===== config.mk =====
export PLATFORM = sky130hd
export DESIGN_NAME = mem_access_unit
export DESIGN_NICKNAME = d
export VERILOG_FILES = /design/src/rtl/mem_access_unit.sv
export SDC_FILE = /design/constraint.sdc
export NUM_CORES = 1
export LEC_CHECK = 0
export BUFFER_PORTS_ARGS = -buffer_cell sky130_fd_sc_hd__clkbuf_2
export CELL_PAD_IN_SITES_DETAIL_PLACEMENT = 1
export CELL_PAD_IN_SITES_GLOBAL_PLACEMENT = 2
export CORE_MARGIN = 2
export CORE_UTILIZATION = 31
export DETAILED_ROUTE_END_ITERATION = 8
export PLACE_DENSITY_LB_ADDON = 0.1
export SYNTH_ARGS = -nofsm -noshare
export SYNTH_HDL_FRONTEND = slang
export SYNTH_SLANG_ARGS = --single-unit

===== constraint.sdc =====
create_clock -name clk -period 7.76 [get_ports clk]
set_input_delay 1.552 -clock clk [delete_from_list [all_inputs] [get_ports clk]]
set_output_delay 1.552 -clock clk [all_outputs]
set_load 0.02 [all_outputs]

===== src/rtl/mem_access_unit.sv =====
// MEM-stage load/store unit: one outstanding data-memory access over a req/gnt + rvalid
// handshake, with byte-lane formatting, illegal-op detection and an access timeout.
module mem_access_unit #(
    parameter int TIMEOUT_CYCLES = 64
) (
    input  logic        clk,
    input  logic        rstn,
    input  logic        ex_valid,
    input  logic        MemRead,
    input  logic        MemWrite,
    input  logic [2:0]  funct3,
    input  logic [31:0] aluResult,
    input  logic [31:0] storeData,
    input  logic [4:0]  rd,
    input  logic        RegWrite,
    input  logic [1:0]  MemtoReg,
    output logic        dmem_req,
    output logic        dmem_we,
    output logic [31:0] dmem_addr,
    output logic [31:0] dmem_wdata,
    output logic [3:0]  dmem_be,
    input  logic        dmem_gnt,
    input  logic        dmem_rvalid,
    input  logic [31:0] dmem_rdata,
    output logic [31:0] readData,
    output logic [31:0] memAddress,
    output logic [4:0]  rd_out,
    output logic        RegWrite_out,
    output logic [1:0]  MemtoReg_out,
    output logic        stall,
    output logic        req_fault,
    output logic        timeout_fault,
    output logic [1:0]  state_dbg
);

    // Handshake: in REQ, dmem_req/addr/we/wdata/be are held stable until the cycle
    // dmem_gnt=1, which is the transfer cycle; load data is taken only on dmem_rvalid in WAIT.
    typedef enum logic [1:0] {IDLE = 2'd0, REQ = 2'd1, WAIT = 2'd2} state_t;

    localparam logic [31:0] CNT_LAST = 32'(TIMEOUT_CYCLES - 1);

    state_t      state;
    logic [31:0] wait_cnt;
    logic [31:0] cap_addr;
    logic [31:0] cap_wdata;
    logic [3:0]  cap_be;
    logic [2:0]  cap_funct3;
    logic [4:0]  cap_rd;
    logic        cap_regwrite;
    logic [1:0]  cap_memtoreg;
    logic        cap_store;

    logic        mem_op;
    logic        op_illegal;
    logic        accept;
    logic        store_done;
    logic        load_gnt;
    logic        load_done;
    logic        done;
    logic        timeout;
    logic [3:0]  st_be;
    logic [31:0] st_wdata;
    logic [7:0]  ld_byte;
    logic [15:0] ld_half;
    logic [31:0] load_data;

    assign state_dbg = state;

    assign mem_op     = ex_valid & (MemRead | MemWrite);
    assign accept     = (state == IDLE) & mem_op & ~op_illegal;
    assign store_done = (state == REQ) & cap_store & dmem_gnt;
    assign load_gnt   = (state == REQ) & ~cap_store & dmem_gnt;
    assign load_done  = (state == WAIT) & dmem_rvalid;
    assign done       = store_done | load_done;
    assign timeout    = (state != IDLE) & ~done & (wait_cnt == CNT_LAST);

    always_comb begin
        op_illegal = 1'b0;
        if (MemRead && MemWrite) begin
            op_illegal = 1'b1;
        end else if (MemRead) begin
            case (funct3)
                3'b000, 3'b100: op_illegal = 1'b0;
                3'b001, 3'b101: op_illegal = aluResult[0];
                3'b010:         op_illegal = |aluResult[1:0];
                default:        op_illegal = 1'b1;
            endcase
        end else begin
            case (funct3)
                3'b000:  op_illegal = 1'b0;
                3'b001:  op_illegal = aluResult[0];
                3'b010:  op_illegal = |aluResult[1:0];
                default: op_illegal = 1'b1;
            endcase
        end
    end

    // Store lanes are formatted once at accept time so REQ drives stable registers.
    always_comb begin
        st_be    = 4'b1111;
        st_wdata = 32'd0;
        if (MemWrite) begin
            case (funct3[1:0])
                2'b00: begin
                    st_be    = 4'b0001 << aluResult[1:0];
                    st_wdata = {4{storeData[7:0]}};
                end
                2'b01: begin
                    st_be    = aluResult[1] ? 4'b1100 : 4'b0011;
                    st_wdata = {2{storeData[15:0]}};
                end
                default: begin
                    st_be    = 4'b1111;
                    st_wdata = storeData;
                end
            endcase
        end
    end

    always_comb begin
        case (cap_addr[1:0])
            2'd0:    ld_byte = dmem_rdata[7:0];
            2'd1:    ld_byte = dmem_rdata[15:8];
            2'd2:    ld_byte = dmem_rdata[23:16];
            default: ld_byte = dmem_rdata[31:24];
        endcase
        ld_half = cap_addr[1] ? dmem_rdata[31:16] : dmem_rdata[15:0];
        case (cap_funct3)
            3'b000:  load_data = {{24{ld_byte[7]}}, ld_byte};
            3'b100:  load_data = {24'd0, ld_byte};
            3'b001:  load_data = {{16{ld_half[15]}}, ld_half};
            3'b101:  load_data = {16'd0, ld_half};
            default: load_data = dmem_rdata;
        endcase
    end

    always_ff @(posedge clk or negedge rstn) begin
        if (!rstn) begin
            state        <= IDLE;
            wait_cnt     <= 32'd0;
            cap_addr     <= 32'd0;
            cap_wdata    <= 32'd0;
            cap_be       <= 4'd0;
            cap_funct3   <= 3'd0;
            cap_rd       <= 5'd0;
            cap_regwrite <= 1'b0;
            cap_memtoreg <= 2'd0;
            cap_store    <= 1'b0;
        end else begin
            case (state)
                IDLE: begin
                    if (accept) begin
                        state        <= REQ;
                        wait_cnt     <= 32'd0;
                        cap_addr     <= aluResult;
                        cap_wdata    <= st_wdata;
                        cap_be       <= st_be;
                        cap_funct3   <= funct3;
                        cap_rd       <= rd;
                        cap_regwrite <= RegWrite;
                        cap_memtoreg <= MemtoReg;
                        cap_store    <= MemWrite;
                    end
                end
                REQ: begin
                    // A load granted in its last allowed cycle still times out.
                    if (store_done || timeout) begin
                        state <= IDLE;
                    end else begin
                        wait_cnt <= wait_cnt + 32'd1;
                        if (load_gnt) state <= WAIT;
                    end
                end
                WAIT: begin
                    if (load_done || timeout) state <= IDLE;
                    else                      wait_cnt <= wait_cnt + 32'd1;
                end
                default: state <= IDLE;
            endcase
        end
    end

    always_comb begin
        dmem_req      = 1'b0;
        dmem_we       = 1'b0;
        dmem_addr     = 32'd0;
        dmem_wdata    = 32'd0;
        dmem_be       = 4'd0;
        readData      = 32'd0;
        memAddress    = 32'd0;
        rd_out        = 5'd0;
        RegWrite_out  = 1'b0;
        MemtoReg_out  = 2'd0;
        stall         = 1'b0;
        req_fault     = 1'b0;
        timeout_fault = 1'b0;
        // Gated by rstn so the pass-through path also shows a bubble while in reset.
        if (rstn) begin
            case (state)
                IDLE: begin
                    if (!mem_op) begin
                        memAddress   = aluResult;
                        rd_out       = rd;
                        RegWrite_out = RegWrite & ex_valid;
                        MemtoReg_out = MemtoReg;
                    end else if (op_illegal) begin
                        req_fault = 1'b1;
                    end else begin
                        stall = 1'b1;
                    end
                end
                REQ: begin
                    dmem_req   = 1'b1;
                    dmem_we    = cap_store;
                    dmem_addr  = {cap_addr[31:2], 2'b00};
                    dmem_wdata = cap_wdata;
                    dmem_be    = cap_be;
                end
                default: ;
            endcase
            if (state != IDLE) begin
                if (done) begin
                    memAddress   = cap_addr;
                    rd_out       = cap_rd;
                    RegWrite_out = cap_regwrite;
                    MemtoReg_out = cap_memtoreg;
                    readData     = cap_store ? 32'd0 : load_data;
                end else if (timeout) begin
                    timeout_fault = 1'b1;
                end else begin
                    stall = 1'b1;
                end
            end
        end
    end

endmodule

==> results of run 1 <==
==> stage by stage <==
stage / setup slack (ns) / cells / utilization [%] / total power, W
after floorplan: 3.11 / 887 / - / 0.00194
after global placement: 1.93 / 1401 / 37.5 / 0.00233
after detailed placement: 1.82 / 1401 / 37.5 / 0.00237
after CTS: 1.80 / 1432 / 40.0 / 0.00316
after global routing: 1.58 / 1433 / 40.0 / 0.00336
final: 1.87 / 1433 / 40.0 / 0.00312
==> critical path, delay by kind of cell <==
kind	cells	cell delay (ns)
simple gates	2	1.36
compound gates	3	1.12
buf+inv	2	0.30
==> layout by cell type, fill, tap and decap left out, types with 6 or more instances in the layout <==
cell | netlist | final
clkinv_4 | 0 | 6
a21oi_1 | 45 | 45
nand2b_1 | 20 | 19
nand3_1 | 26 | 26
o21ai_0 | 74 | 74
nor2b_1 | 16 | 16
o221ai_1 | 8 | 8
clkbuf_16 | 0 | 17
nor4_1 | 9 | 8
nand3b_1 | 13 | 13
clkbuf_2 | 0 | 257
dfrtp_1 | 114 | 114
and3_1 | 77 | 77
a22o_1 | 7 | 7
nor2_1 | 51 | 51
inv_1 | 35 | 35
nand2_1 | 112 | 112
a22oi_1 | 9 | 9
mux2i_1 | 33 | 33
nand4_1 | 9 | 9
a221oi_1 | 7 | 7
buf_4 | 2 | 8
o211ai_1 | 15 | 15
mux2_2 | 68 | 68
==> report_power, final <==
part           internal, W  total (W)  leakage, nW  switching [W]
logic             0.000507    0.00129         3.17       0.000787
clock network     0.000475   0.000783        0.277       0.000308
registers         0.000836    0.00104         1.45       0.000208
==> flip-flops by register name, summed over array words and instances (netlist names) <==
register      flops
cap_wdata        32
cap_store         1
cap_memtoreg      2
cap_rd            5
cap_regwrite      1
cap_addr         32
cap_be            4
wait_cnt         32
cap_funct3        3
state_dbg         2
==> cell type report <==
cell class | instances | area (um2)
repair buffers | 267 | 1380
clock buffers | 17 | 425
multi-input cells | 661 | 4280
diodes | 1 | 2.50
fillers | 2918 | 14500
clock inverters | 14 | 160
inverters | 35 | 131
well taps | 324 | 405
flip-flops and latches | 114 | 2850
==> logic make-up after synthesis <==
| group | synth area share, % |
|---|---|
| simple gates | 24.7 |
| mux | 14.8 |
| buf+inv | 5.91 |
| other cells | 0.0496 |
| fa+ha+maj | 0.828 |
| compound gates | 16.0 |
| flops | 37.8 |
==> metal layers <==
layer	track usage [%]	wire length (um)	share of wire, %	vias up
met5	0	0	0	-
met4	5.77	422	1.6	0
met3	4.29	1270	4.8	27
li1	-	-	-	3572
met2	33.3	12100	46	186
met1	27.8	12500	47	3564
==> worst paths after layout <==
path                              startpoint            to  slack [ns]  cells past startpoint
max in group asynchronous               rstn  wait_cnt[11]        5.64                      2
worst min register to register     cap_be[3]     cap_be[3]        0.47                      1
worst max register to register  state_dbg[0]  wait_cnt[22]        4.05                      9
worst min-delay path               cap_be[3]     cap_be[3]        0.47                      1
worst max-delay path                dmem_gnt  readData[27]        1.87                      7
min in group asynchronous               rstn  wait_cnt[31]        1.18                      1
==> results.cfg, run 1 <==
[outcome]
outcome = finished clean

[synthesis]
netlist_top_cells_area = dfrtp_1 (38%), mux2_2 (10%), and3_1 (6.4%)
syn-cell-area_um2 = 7550
synthTopCellsByCount = dfrtp_1 (114), nand2_1 (112), and3_1 (77)
synth_edf_count = 0
syn_area_per_cell_um2 = 8.53
yosys.area.top_type_share_pct = 37.8
synth-seq-area-share_pct = 37.8
yosysMostFrequentCell = dfrtp_1
yosys.area.top_type = dfrtp_1
synth_flop_cell = dfrtp_1
synth-async-reset-ratio_pct = 100
yosysUniqueCellTypes = 55
synth-seq-cells = 114
syn_inst = 886
yosysWarningCount = 0

[final_layout]
drive_above_1_share_pct = 34.5
layout-area-overhead-vs-synth_pct = 27.6
nNetsFinal = 1215
design_area_um2 = 9640

[setup_path]
path_cells = clkbuf_2, a32oi_1, nor2_1, nand3b_1, a221o_1, a21oi_1, clkbuf_2
critPathLaunchType = input pin
crit_path_frequent_cell = clkbuf_2
cp-end-kind = output port
crit_required_ns = 6.21
cp.arrival_ns = 4.34
slowest_delay_ns = 0.71
slowest_stage = a221o_1
worstSetupPathType = in -> out
path_max_fanout = 17

[floorplanning]
die_w_um = 160
die_h_um = 160
rows = 57
ioPinCount = 261
core-area_um2 = 24100
die-area_um2 = 25600
initial_core_util_pct = 31.3

[timing]
fin_setup_tns_ns = 0
min_period_over_period_pct = 75.9
hold_violations = 0
relSlewSlack_pct = 31.8
fin_crit_ns = 5.89
grt_setup_unrepaired = no
slew_viol_final = 0
hold_ws_ns = 0.471
setup_violations = 0
fmax_mhz = 170
worst_pin_slew_ns = 1.02
skew_ns = 0.00932

[routing]
viasPerCell = 5.13
drtIter0Drc = 284
drc_errors = 0
drt_wl_total_mm = 26.3
wire_per_inst_um = 18.4
dr.pass1.iters = 4
vias = 7349
antenna_left = 0

[clock_tree]
cts_buffer_depth = 2
cts_sinks = 114
cts_root_buf = clkbuf_16
cts_setup_buffers = 0
hold_buffers = 0
clk_pin_slew_ns = 0.05
cts-resized-gates = 0
clock_latency_ns = 0.42
cts_buffers = 17
cts_tree = done
htree_levels = 4

[power_and_ir_drop]
ir_worst_vdd_mv = 0.151
powerDensity_nw_per_um2 = 324
leakagePower_nw = 4.89

[placement]
dpl_cell_area_um2 = 9050
io_buffers = 258
place.gp.congestion = 0.764
hpwlAfterDp_mm = 18.3

[run]
max-cap-violations = 0

[grt]
grt_start_max_net_pins = 100
grt_usage_pct = 20.5
grt_pass1_vias = 7377
grt_pass1_wl_mm = 42.1
antenna_found_initial = 1
grt_overflow_total = 0

[hold_path]
min_path_type = reg -> reg
No activity file was read; power rests on OpenSTA's default activity.
==> run 2: changes to the inputs <==
--- a/config.mk
+++ b/config.mk
@@ -9,7 +9,7 @@
 export CELL_PAD_IN_SITES_DETAIL_PLACEMENT = 1
 export CELL_PAD_IN_SITES_GLOBAL_PLACEMENT = 2
 export CORE_MARGIN = 2
-export CORE_UTILIZATION = 31
+export CORE_UTILIZATION = 26
 export DETAILED_ROUTE_END_ITERATION = 8
 export PLACE_DENSITY_LB_ADDON = 0.1
 export SYNTH_ARGS = -nofsm -noshare
==> constraint.sdc (replaced) <==
create_clock -name clk -period 4.77 [get_ports clk]
set_input_delay 0.954 -clock clk [delete_from_list [all_inputs] [get_ports clk]]
set_output_delay 0.954 -clock clk [all_outputs]
set_load 0.02 [all_outputs]
==> results.cfg, run 2 (synthesis results as in run 1) <==
[final_layout]
top_regs = cap_addr (32), cap_wdata (32), wait_cnt (32)
design_area_um2 = 9870
final_cell_mix = clkbuf_2 (257), dfrtp_1 (114), nand2_1 (112)
layout-area-overhead-vs-synth_pct = 30.7
nNetsFinal = 1225
final_common_cell = clkbuf_2
drive_above_1_share_pct = 35.1
final_core_util_pct = 34.5
diodes = 0

[timing]
setup_violations = 0
grt_setup_unrepaired = no
slew_viol_final = 0
fin_setup_tns_ns = 0
relSlewSlack_pct = 28.4
skew_ns = 0.0142
fmax_mhz = 243
fin_crit_ns = 4.11
min_period_over_period_pct = 86.2
hold_violations = 0
worst_pin_slew_ns = 1.07

[clock_tree]
htree_levels = 4
cts_setup_buffers = 0
cts_sinks = 114
clock_latency_ns = 0.42
cts-resized-gates = 0
cts_tree = done
cts_buffer_depth = 2
clk_pin_slew_ns = 0.06
hold_buffers = 0
cts_buffers = 17
cts_root_buf = clkbuf_16

[floorplanning]
rows = 62
die_h_um = 174
die_w_um = 174
ioPinCount = 261
initial_core_util_pct = 26.4
die-area_um2 = 30400
core-area_um2 = 28600

[setup_path]
worstSetupPathType = reg -> out
slowest_delay_ns = 0.52
slowest_stage = a221o_1
reg2reg_to = wait_cnt[2]
crit_required_ns = 3.82
cp.arrival_ns = 3.16
reg2reg_from = state_dbg[0]
path_buf_inv = 3
critPathLaunchType = flip-flop
path_cells = inv_1, ha_1, a32oi_1, nor2_1, nand3b_1, buf_4, a221o_1, a21oi_1, clkbuf_2
path_max_fanout = 17
cp-end-kind = output port
crit_family = compound AO/OA/AOI/OAI gates
ff2ff_setup_slack_ns = 1.51
worstRegToRegCells = 9

[grt]
grt_overflow_total = 0
antenna_found_initial = 1
grt_pass1_vias = 7391
grt_start_max_net_pins = 105
grt_usage_pct = 18.4
grt_pass1_wl_mm = 44.3

[routing]
drt_wl_total_mm = 28.2
drtIter0Drc = 327
drc_errors = 0
dr.pass1.iters = 4
vias = 7396
viasPerCell = 4.92
wire_per_inst_um = 18.8
antenna_left = 0

[power_and_ir_drop]
powerDensity_nw_per_um2 = 543
ir_worst_vdd_mv = 0.385
p_total_w = 0.00536
leakagePower_nw = 4.99

[outcome]
outcome = finished clean

[run]
max-cap-violations = 0

[placement]
dpl_cell_area_um2 = 9200
place.gp.congestion = 0.763
io_buffers = 258
hpwlAfterDp_mm = 19.8

[hold_path]
min_path_type = in -> async
-- run 2: changes by cell type in the layout (fill, tap and decap cells not counted) --
cell | previous run | this run
inv_6 | 1 | 4
clkinv_4 | 6 | 2
clkbuf_8 | 0 | 2
clkinvlp_4 | 3 | 1
bufinv_16 | 2 | 5
clkinv_2 | 1 | 0
diode_2 | 1 | 0
buf_4 | 8 | 18
-- run 2: metrics by stage --
step | instances | hold slack, ns | setup WS [ns]
2_1_floorplan | 887 | 0.442 | 1.31
3_3_place_gp | 1471 | 0.455 | 0.772
3_5_place_dp | 1471 | 0.465 | 0.713
4_1_cts | 1503 | 0.434 | 0.618
5_1_grt | 1503 | 0.442 | 0.397
6_report | 1503 | 0.441 | 0.658
-- run 2: layout make-up --
| class | instances | area (um2) |
|---|---|---|
| fillers | 3431 | 18800 |
| multi-input cells | 661 | 4280 |
| flip-flops and latches | 114 | 2850 |
| repair buffers | 277 | 1450 |
| well taps | 384 | 480 |
| clock buffers | 19 | 453 |
| clock inverters | 13 | 221 |
| inverters | 35 | 131 |
-- run 2: power by group --
part	internal [W]	switching, W	leakage [nW]
clock network	0.000968	0.000517	0.327
logic	0.000854	0.00133	3.22
registers	0.00136	0.000334	1.45
total	0.00318	0.00218	4.99
-- run 2: worst max path at each step --
stage,from,endpoint,slack [ns],depth (start not counted)
finish,state_dbg[0],readData[30],0.66,9
global route,state_dbg[1],readData[25],0.40,9
CTS,state_dbg[0],readData[29],0.62,9
detailed placement,dmem_gnt,readData[29],0.71,8
global placement,dmem_gnt,readData[22],0.77,8
floorplan,dmem_rdata[31],readData[21],1.31,5
-- run 2: layer usage --
layer  track usage, %  part of all wire, %  vias to the layer above
li1                 -                    -                     3593
met1             26.7                   50                     3607
met2             28.6                   45                      176
met3             3.61                  4.4                       18
met4             3.50                 0.71                        2
met5                0                0.057                        -
-- run 2: worst register-to-register path, cell delays in order (launching register included) --
cell and delay, ns:
dfrtp_1 0.42, inv_1 0.12, ha_2 0.20, buf_4 0.53, and2_1 0.27, buf_4 0.26
a2111o_1 0.17, or2_1 0.74, buf_4 0.31, o211ai_1 0.12
